### src/rtl/steer_en_pkg.sv
// Shared types and default constants for the Segway steering-enable controller.
package steer_en_pkg;

  typedef enum logic [1:0] {
    IDLE  = 2'd0,
    WAIT  = 2'd1,
    STEER = 2'd2
  } steer_state_e;

  localparam int unsigned MIN_RIDER_WT_DEF = 32'h200;
  localparam int unsigned SETTLE_CNT_DEF   = 32'd65_000_000;
  localparam int unsigned FAST_CNT_DEF     = 32'd32_768;

endpackage

### src/rtl/steer_en_tmr.sv
// Settle timer: counts while enabled and flags when the selected limit is reached.
module steer_en_tmr #(
  parameter int unsigned TMR_W      = 26,
  parameter int unsigned SETTLE_CNT = 32'd65_000_000,
  parameter int unsigned FAST_CNT   = 32'd32_768
) (
  input  logic i_clk,
  input  logic i_rst,
  input  logic i_clr,
  input  logic i_inc,
  input  logic i_fast_sim,
  output logic o_tmr_full
);

  localparam logic [TMR_W-1:0] SETTLE_LAST = TMR_W'(SETTLE_CNT - 1);
  localparam logic [TMR_W-1:0] FAST_LAST   = TMR_W'(FAST_CNT - 1);

  logic [TMR_W-1:0] r_tmr;
  logic [TMR_W-1:0] w_last;

  always_ff @(posedge i_clk) begin
    if (i_rst) begin
      r_tmr <= '0;
    end else if (i_clr) begin
      r_tmr <= '0;
    end else if (i_inc) begin
      r_tmr <= r_tmr + TMR_W'(1);
    end
  end

  // Greater-or-equal so a mid-count switch to a shorter limit fires at once.
  assign w_last     = i_fast_sim ? FAST_LAST : SETTLE_LAST;
  assign o_tmr_full = (r_tmr >= w_last);

endmodule

### src/rtl/steer_en_param.sv
// Steering-enable controller: load latch, balance arithmetic, rider-off debounce and FSM.
module steer_en_param
  import steer_en_pkg::*;
#(
  parameter int unsigned LD_W         = 12,
  parameter int unsigned MIN_RIDER_WT = MIN_RIDER_WT_DEF,
  parameter int unsigned EN_SHIFT     = 2,
  parameter int unsigned DIS_SHIFT    = 4,
  parameter int unsigned TMR_W        = 26,
  parameter int unsigned SETTLE_CNT   = SETTLE_CNT_DEF,
  parameter int unsigned FAST_CNT     = FAST_CNT_DEF,
  parameter int unsigned OFF_SAMPLES  = 4
) (
  input  logic            i_clk,
  input  logic            i_rst,
  input  logic            i_pwr_up,
  input  logic            i_fast_sim,
  input  logic            i_ld_vld,
  input  logic [LD_W-1:0] i_lft_ld,
  input  logic [LD_W-1:0] i_rght_ld,
  output logic            o_en_steer,
  output logic            o_rider_off,
  output logic [1:0]      o_steer_state
);

  localparam int unsigned SUM_W = LD_W + 1;
  localparam int unsigned OFF_W = $clog2(OFF_SAMPLES + 1);
  localparam logic [SUM_W-1:0] MIN_WT  = SUM_W'(MIN_RIDER_WT);
  localparam logic [OFF_W-1:0] OFF_MAX = OFF_W'(OFF_SAMPLES);

  logic [LD_W-1:0]  r_lft;
  logic [LD_W-1:0]  r_rght;
  logic [OFF_W-1:0] r_off_cnt;
  logic             r_rider_off;
  steer_state_e     r_state;
  logic             r_en_steer;

  logic [SUM_W-1:0] w_sum;
  logic [LD_W-1:0]  w_diff;
  logic             w_sum_ok;
  logic             w_in_en_band;
  logic             w_out_dis_band;
  logic [SUM_W-1:0] w_new_sum;
  logic             w_new_low;
  logic [OFF_W-1:0] w_off_cnt_nxt;
  logic             w_tmr_clr;
  logic             w_tmr_inc;
  logic             w_tmr_full;

  assign w_sum          = {1'b0, r_lft} + {1'b0, r_rght};
  assign w_diff         = (r_lft >= r_rght) ? (r_lft - r_rght) : (r_rght - r_lft);
  assign w_sum_ok       = (w_sum >= MIN_WT);
  assign w_in_en_band   = ({1'b0, w_diff} <= (w_sum >> EN_SHIFT));
  assign w_out_dis_band = ({1'b0, w_diff} > (w_sum - (w_sum >> DIS_SHIFT)));

  // Debounce looks at the incoming sample so rider_off clears on the latch edge.
  assign w_new_sum = {1'b0, i_lft_ld} + {1'b0, i_rght_ld};
  assign w_new_low = (w_new_sum < MIN_WT);

  always_comb begin
    w_off_cnt_nxt = r_off_cnt;
    if (!w_new_low) begin
      w_off_cnt_nxt = '0;
    end else if (r_off_cnt != OFF_MAX) begin
      w_off_cnt_nxt = r_off_cnt + OFF_W'(1);
    end
  end

  always_ff @(posedge i_clk) begin
    if (i_rst) begin
      r_lft       <= '0;
      r_rght      <= '0;
      r_off_cnt   <= '0;
      r_rider_off <= 1'b1;
    end else if (i_ld_vld) begin
      r_lft       <= i_lft_ld;
      r_rght      <= i_rght_ld;
      r_off_cnt   <= w_off_cnt_nxt;
      r_rider_off <= (w_off_cnt_nxt == OFF_MAX);
    end
  end

  // Timer only runs in WAIT, so every WAIT entry starts from zero.
  assign w_tmr_clr = (r_state != WAIT) || !w_in_en_band;
  assign w_tmr_inc = (r_state == WAIT);

  steer_en_tmr #(
    .TMR_W      (TMR_W),
    .SETTLE_CNT (SETTLE_CNT),
    .FAST_CNT   (FAST_CNT)
  ) u_tmr (
    .i_clk      (i_clk),
    .i_rst      (i_rst),
    .i_clr      (w_tmr_clr),
    .i_inc      (w_tmr_inc),
    .i_fast_sim (i_fast_sim),
    .o_tmr_full (w_tmr_full)
  );

  always_ff @(posedge i_clk) begin
    if (i_rst) begin
      r_state    <= IDLE;
      r_en_steer <= 1'b0;
    end else begin
      case (r_state)
        IDLE: begin
          if (i_pwr_up && w_sum_ok) begin
            r_state <= WAIT;
          end
        end
        WAIT: begin
          if (!i_pwr_up || !w_sum_ok) begin
            r_state <= IDLE;
          end else if (w_in_en_band && w_tmr_full) begin
            r_state    <= STEER;
            r_en_steer <= 1'b1;
          end
        end
        STEER: begin
          // A light sample alone is tolerated; only the debounced rider_off exits.
          if (!i_pwr_up || r_rider_off) begin
            r_state    <= IDLE;
            r_en_steer <= 1'b0;
          end else if (w_out_dis_band) begin
            r_state    <= WAIT;
            r_en_steer <= 1'b0;
          end
        end
        default: begin
          r_state    <= IDLE;
          r_en_steer <= 1'b0;
        end
      endcase
    end
  end

  assign o_en_steer    = r_en_steer;
  assign o_rider_off   = r_rider_off;
  assign o_steer_state = r_state;

endmodule
### config.mk
export PLATFORM = sky130hd
export DESIGN_NAME = steer_en_param
export DESIGN_NICKNAME = d
export VERILOG_FILES = /design/src/rtl/steer_en_pkg.sv /design/src/rtl/steer_en_tmr.sv /design/src/rtl/steer_en_param.sv
export SDC_FILE = /design/constraint.sdc
export NUM_CORES = 1
export LEC_CHECK = 0
export BUFFER_PORTS_ARGS = -buffer_cell sky130_fd_sc_hd__buf_2
export CORE_MARGIN = 8
export CORE_UTILIZATION = 50
export DETAILED_ROUTE_END_ITERATION = 6
export PLACE_DENSITY = 0.7
export SLEW_MARGIN = 20
export SYNTH_ARGS = -nofsm -noshare
export SYNTH_HDL_FRONTEND = slang
export SYNTH_SLANG_ARGS = --single-unit
### constraint.sdc
create_clock -name i_clk -period 5.19 [get_ports i_clk]
set_input_delay 0.519 -clock i_clk [delete_from_list [all_inputs] [get_ports i_clk]]
set_output_delay 0.519 -clock i_clk [all_outputs]
set_load 0.005 [all_outputs]
* Word-level counts from Yosys, hierarchy flattened *
Cells that the tools add are included.

word-level totals
  logic and storage cells = 58
  input bits = 29
  register bits = 57

operators by class
  bitwise gates (word level) = 1
  add/subtract/negate cells = 7
  equal/unequal tests = 10
  multiplexer cells = 15
  reductions and logical operators = 12
  order comparisons = 6

operator list
  cell                                                           count
  adder 12 x 12 -> 13 bit                                        2
  adder 26 x 1 -> 26 bit (second input constant)                 1
  >= comparator 26 bit                                           1
  two-way mux 26 bit                                             1
  subtractor 12 bit                                              2
  >= comparator 13 x 10 -> 1 bit (second input constant)         1
  greater-than comparator 12 x 13 -> 1 bit                       1
  less-than comparator 13 x 10 -> 1 bit (second input constant)  1
  subtractor 13 x 9 -> 13 bit                                    1
  >= comparator 12 bit                                           1
  less-or-equal comparator 12 x 11 -> 1 bit                      1
  two-way mux 12 bit                                             1
  two-way mux 2 bit                                              5
  != test 3 bit (second input constant)                          3
  two-way mux 3 bit                                              2
  != test 2 bit (second input constant)                          3
  one-hot mux 2 bit (3 select lines)                             1
  two-way mux 1 bit                                              4
  AND reduction 4 bit                                            1
  adder 3 x 1 -> 3 bit (second input constant)                   1
  equality test 3 bit (second input constant)                    1
  logical NOT 1 bit                                              3
  logical OR 1 bit                                               3
  one-hot mux 1 bit (3 select lines)                             1
  other kinds (8)                                                9

* Logic depth before layout (Yosys ltp) *
  depth in word-level cells = 7
  mapped depth = 29
  gate-level depth less buffers = 28

* Modules after synthesis *
Synthesis repeated with hierarchy kept, for this count alone.

second synthesis, totals
  cells, all modules = 709
  area total of the unflattened synthesis = 5,798.1 µm²

modules (own cells, without submodules)
  module          area each (µm²)  times used  cells an instance  seq. area each (µm²)
  steer_en_param  4,322.9          1           545                620.6
  steer_en_tmr    1,475.2          1           164                520.5

* Worst setup path before layout *
OpenSTA, ideal clock, no wires.

  path kind = register to register
  start point = register r_lft[3]
  end point = register r_en_steer, in the netlist o_en_steer
  library setup time = 63 ps
  data required time = 5,127 ps
  arrival = 5,042 ps
  clock period less this slack = 5,104 ps
  path slack = 86 ps
  stages on the path, launching flop included = 27
  cell sequence = dfxtp_1 > inv_1 > ha_1 > buf_2 > or3_1 > o22ai_1 > nor2_1 > xnor2_1 > ha_1 > a21oi_1 > a21oi_1 > o31a_1 > maj3_1 > a21boi_0 > a21oi_1 > a21oi_1 > o21ai_1 > xnor2_1 > ha_1 > a21o_1 > a21oi_1 > o21ai_0 > o31ai_1 > o31a_1 > o211ai_1 > a211o_1 > nand3_1

on the way
  cells in the longest elaborated chain, start to end = 6
  elaborated cells on any way between the ends = 16

RTL lines
  element                                                                          line                   RTL
  start, declared                                                                  steer_en_param.sv:31   logic [LD_W-1:0] r_lft;
  start signal, assigned                                                           steer_en_param.sv:76   r_lft <= i_lft_ld;
  parallel branches: the longest is 5 deep, another holds adder 12 x 12 -> 13 bit  n/a
  AND reduction 4 bit (no source line) (*)                                         n/a
  end signal, assigned                                                             steer_en_param.sv:116  r_en_steer <= 1'b1;
  end signal, assigned                                                             steer_en_param.sv:123  r_en_steer <= 1'b0;
  end signal, assigned                                                             steer_en_param.sv:126  r_en_steer <= 1'b0;
  end, declared                                                                    steer_en_param.sv:36   logic r_en_steer;

Mark *: on every way between the ends.
A chain may end at the register's enable or synchronous reset.

* Worst setup path in the final report *
  start point = register r_rght[0]
  end point = register r_en_steer, in the netlist o_en_steer

on the way
  cells in the longest elaborated chain, start to end = 6
  elaborated cells on any way between the ends = 16

RTL lines
  element                                                                          line                  RTL
  start, declared                                                                  steer_en_param.sv:32  logic [LD_W-1:0] r_rght;
  start signal, assigned                                                           steer_en_param.sv:77  r_rght <= i_rght_ld;
  parallel branches: the longest is 5 deep, another holds adder 12 x 12 -> 13 bit  n/a
  AND reduction 4 bit (no source line) (*)                                         n/a

Marks and branches as above.

==> metrics.yaml <==
status: "completed"
sw_frac_of_total: 0.395
seq_power_share: 0.256
critPathMaxFanout: 3
holdPathEnd: "r_rght[8]"
ys_seq_elements: 57
fin_tns_setup_ns: 0
maxSlewViolCount: 0
maxCapViolations: 0
cts_root_buf: "clkbuf_8"
register_area_mm2: 0.00115
max_freq_ghz: 0.194
clk_latency_ns: 0.36
yosysUniqueCellTypes: 71
holdCritStartpoint: "i_rght_ld[8]"
drc: 0
fp.dieW_um: 121
power_density_mw_per_mm2: 286
syn_inst: 672
critPathSlowestCell: "fa_2"
hold_ws_ns: 0.420
wire_per_inst_um: 15.2
synth.top_cells.by_area: "dfxtp_1, ha_1, nor2_1"
multi_input_area_mm2: 0.00424
first_iter_violations: 310
grt_util_met3: 0.0386
layout_min_cycle_time_ns: 5.15
rsz0062_at_grt: "yes"
crit_family: "compound AO/OA/AOI/OAI gates"
antenna_cells: 0
drive_gt1_frac: 0.176
area_growth_pct: 14.5
fillers: 950
via_per_inst: 5.69
slew_headroom: 0.443
dpl-instance-area_mm2: 0.00595
switchingPower_w: 0.000719
syn-num-nets: 794
yosys_warnings: 0
synth_top_area_frac: 0.205
arrival_ns: 5.44
dieHeight_um: 121
ios: 33
p_leak_nw: 2.92
cts.sinks: 57
syn-cell-area_mm2: 0.00556
port_buffers: 32
drt-total-wl_um: 13200
cts_tree: "built"
h-tree-depth: 3
postRouteAntennaNets: 0
comb_power_share: 0.515
path_buf_inv: 1
rows: 38
synth_edf_count: 0
cp-end-kind: "flop"
grt_remaining_overflow: 0
dp_hpwl_um: 10200
cpMostUsedCell: "a21oi_2"
r2r_end: "o_en_steer"
core_mm2: 0.0108
hold_class: "input pin to flop"
crit_required_ns: 5.49
antenna_found_initial: 0
power_frac_clock: 0.229
cp-start-kind: "flop"
worst_pin_slew_ns: 0.835
reg2reg_depth: 27
first_global_vias: 4746
grt_pass1_wl_um: 21900
r2r-start: "r_rght[0]"
grt.total_usage: 0.178
stdcell_area_mm2: 0.00636
hold_buffers: 0
layout.nets: 844
period_share: 0.992
fin_util: 0.587
peakVddDrop_mv: 0.174
hold_viol: 0
initial_core_util: 0.513
grt_start_max_net_pins: 33
clk_pin_slew_worst_paths_ns: 0.07
min_path_cells: 3
grt.busiest_layer: "met2"
use_met1: 0.226
dieArea_mm2: 0.0148
yosysTopAreaCell: "dfxtp_1"
setup_viol: 0
r2r_setup_slack_ns: 0.04
synthFlopType: "dfxtp_1"
syn_avg_cell_area_um2: 8.27
vias: 4934
fin_skew_ns: 0.00892
gp_congestion: 0.953
dr.pass1.iters: 5
numCtsBuffers: 9
max_stage_delay_ns: 0.40
synth-async-reset-ratio: 0
met2_usage: 0.290
clock_path_buffers: 2
p_int_w: 0.00110
path_class: "flop to flop"
ys_seq_area_frac: 0.205
-- cell usage after synthesis (all sizes together) (6+ instances only) --
| master | n |
|---|---|
| o21ai | 24 |
| a21o | 17 |
| mux2i | 29 |
| dfxtp | 57 |
| a21oi | 40 |
| and2 | 6 |
| nand2 | 40 |
| buf | 13 |
| o21bai | 6 |
| xnor2 | 30 |
| nand4 | 14 |
| o21a | 6 |
| ha | 89 |
| nor2 | 79 |
| inv | 60 |
| clkbuf | 8 |
| nand2b | 9 |
| and3 | 11 |
| nand3 | 14 |
| xor2 | 25 |
| a211o | 6 |
| nor2b | 9 |
| a221oi | 6 |
| nor3 | 6 |
-- worst max-delay path by stage --
stage / endpoint / start / cells after the start / slack [ns]
2_1_floorplan: o_en_steer / r_lft[3] / 26 / 0.09
3_3_place_gp: o_en_steer / r_rght[0] / 27 / 0.13
3_5_place_dp: o_en_steer / r_rght[0] / 27 / -0.16
4_1_cts: o_en_steer / r_rght[0] / 27 / 0.02
5_1_grt: o_en_steer / r_rght[0] / 27 / -0.15
6_report: o_en_steer / r_rght[0] / 27 / 0.04
-- power by group through the flow --
stage          Combinational, W  Clock (W)  Sequential (W)
2_1_floorplan          0.000659          0        0.000471
3_3_place_gp           0.000825          0        0.000472
3_5_place_dp           0.000858          0        0.000474
4_1_cts                0.000868   0.000431        0.000464
5_1_grt                 0.00104   0.000448        0.000467
6_report               0.000936   0.000417        0.000465
-- cells in the final DEF (no fill, tap or decap), drive strengths merged, types with 4 or more instances in the layout --
master	Yosys	final
a211o	6	6
a21o	17	17
a21oi	40	40
a221oi	6	6
a31oi	5	5
and2	6	6
and3	11	11
buf	13	60
clkbuf	8	11
dfxtp	57	57
fa	4	4
ha	89	89
inv	60	60
mux2	4	4
mux2i	29	29
nand2	40	40
nand2b	9	9
nand3	14	14
nand4	14	14
nor2	79	79
nor2b	9	9
nor3	6	6
o21a	6	6
o21ai	24	24
o21bai	6	6
or3	5	5
xnor2	30	30
xor2	25	25
-- sequential cells by signal, summed over array words and instances (netlist names) --
register	cells
o_steer_state	2
o_en_steer	1
r_rght	12
o_rider_off	1
r_lft	12
u_tmr.r_tmr	26
r_off_cnt	3
-- final cells by class --
| cell class | count | share of cell area |
|---|---|---|
| clock buffer | 11 | 0.0222 |
| clock inverter | 5 | 0.00865 |
| inverter | 61 | 0.0360 |
| multi-input combinational | 533 | 0.666 |
| sequential | 57 | 0.181 |
| tap | 140 | 0.0275 |
| timing repair buffer | 60 | 0.0582 |
-- kinds of logic after synthesis --
logic type / after synthesis / share of synthesized area
XOR/XNOR: 55 / 0.0907
buffers and inverters: 82 / 0.0592
AO/OA/AOI/OAI: 146 / 0.189
AND/OR/NAND/NOR: 204 / 0.175
multiplexers: 33 / 0.0626
adder cells (fa/ha/maj): 95 / 0.218
flip-flops: 57 / 0.205
-- metal layers --
metal | vias up | part of all wire | wire length [µm]
li1 | 2465 | - | -
met1 | 2336 | 0.48 | 6370
met2 | 105 | 0.46 | 6080
met3 | 28 | 0.035 | 456
met4 | 0 | 0.023 | 299
met5 | - | 0 | 0
-- metrics by stage --
step	worst slack, ns	total power, W	cells
global route	-0.150	0.00195	867
floorplan	0.0857	0.00113	672
CTS	0.0237	0.00176	860
global placement	0.127	0.00130	844
finish	0.0426	0.00182	867
detailed placement	-0.159	0.00133	844
-- repair_timing --
| action | 4_1_cts | 5_1_grt |
|---|---|---|
| pin swaps | 0 | 24 |
| endpoints found under the setup margin | 3 | 3 |
| resized for setup | 4 | 42 |
| setup buffers | 0 | 7 |
-- worst register-to-register path, cell delays in order (launching register included) --
cell and delay, ns:
dfxtp_4 0.36, ha_4 0.18, fa_2 0.40, a21oi_2 0.16
nor2_1 0.05, nor2_1 0.13, xnor2_1 0.17, ha_2 0.24
fa_2 0.22, inv_1 0.07, a21oi_2 0.15, a21oi_1 0.06
o31a_1 0.33, maj3_2 0.33, a21boi_2 0.21, a21oi_2 0.10
a21oi_2 0.21, o21ai_2 0.09, xnor2_1 0.14, ha_1 0.32
a21o_1 0.19, a21oi_2 0.12, o21ai_1 0.09, o31ai_2 0.09
o31a_1 0.21, o211ai_1 0.11, a211o_1 0.27, nand3_1 0.08
(Power assumes the default switching activity.)
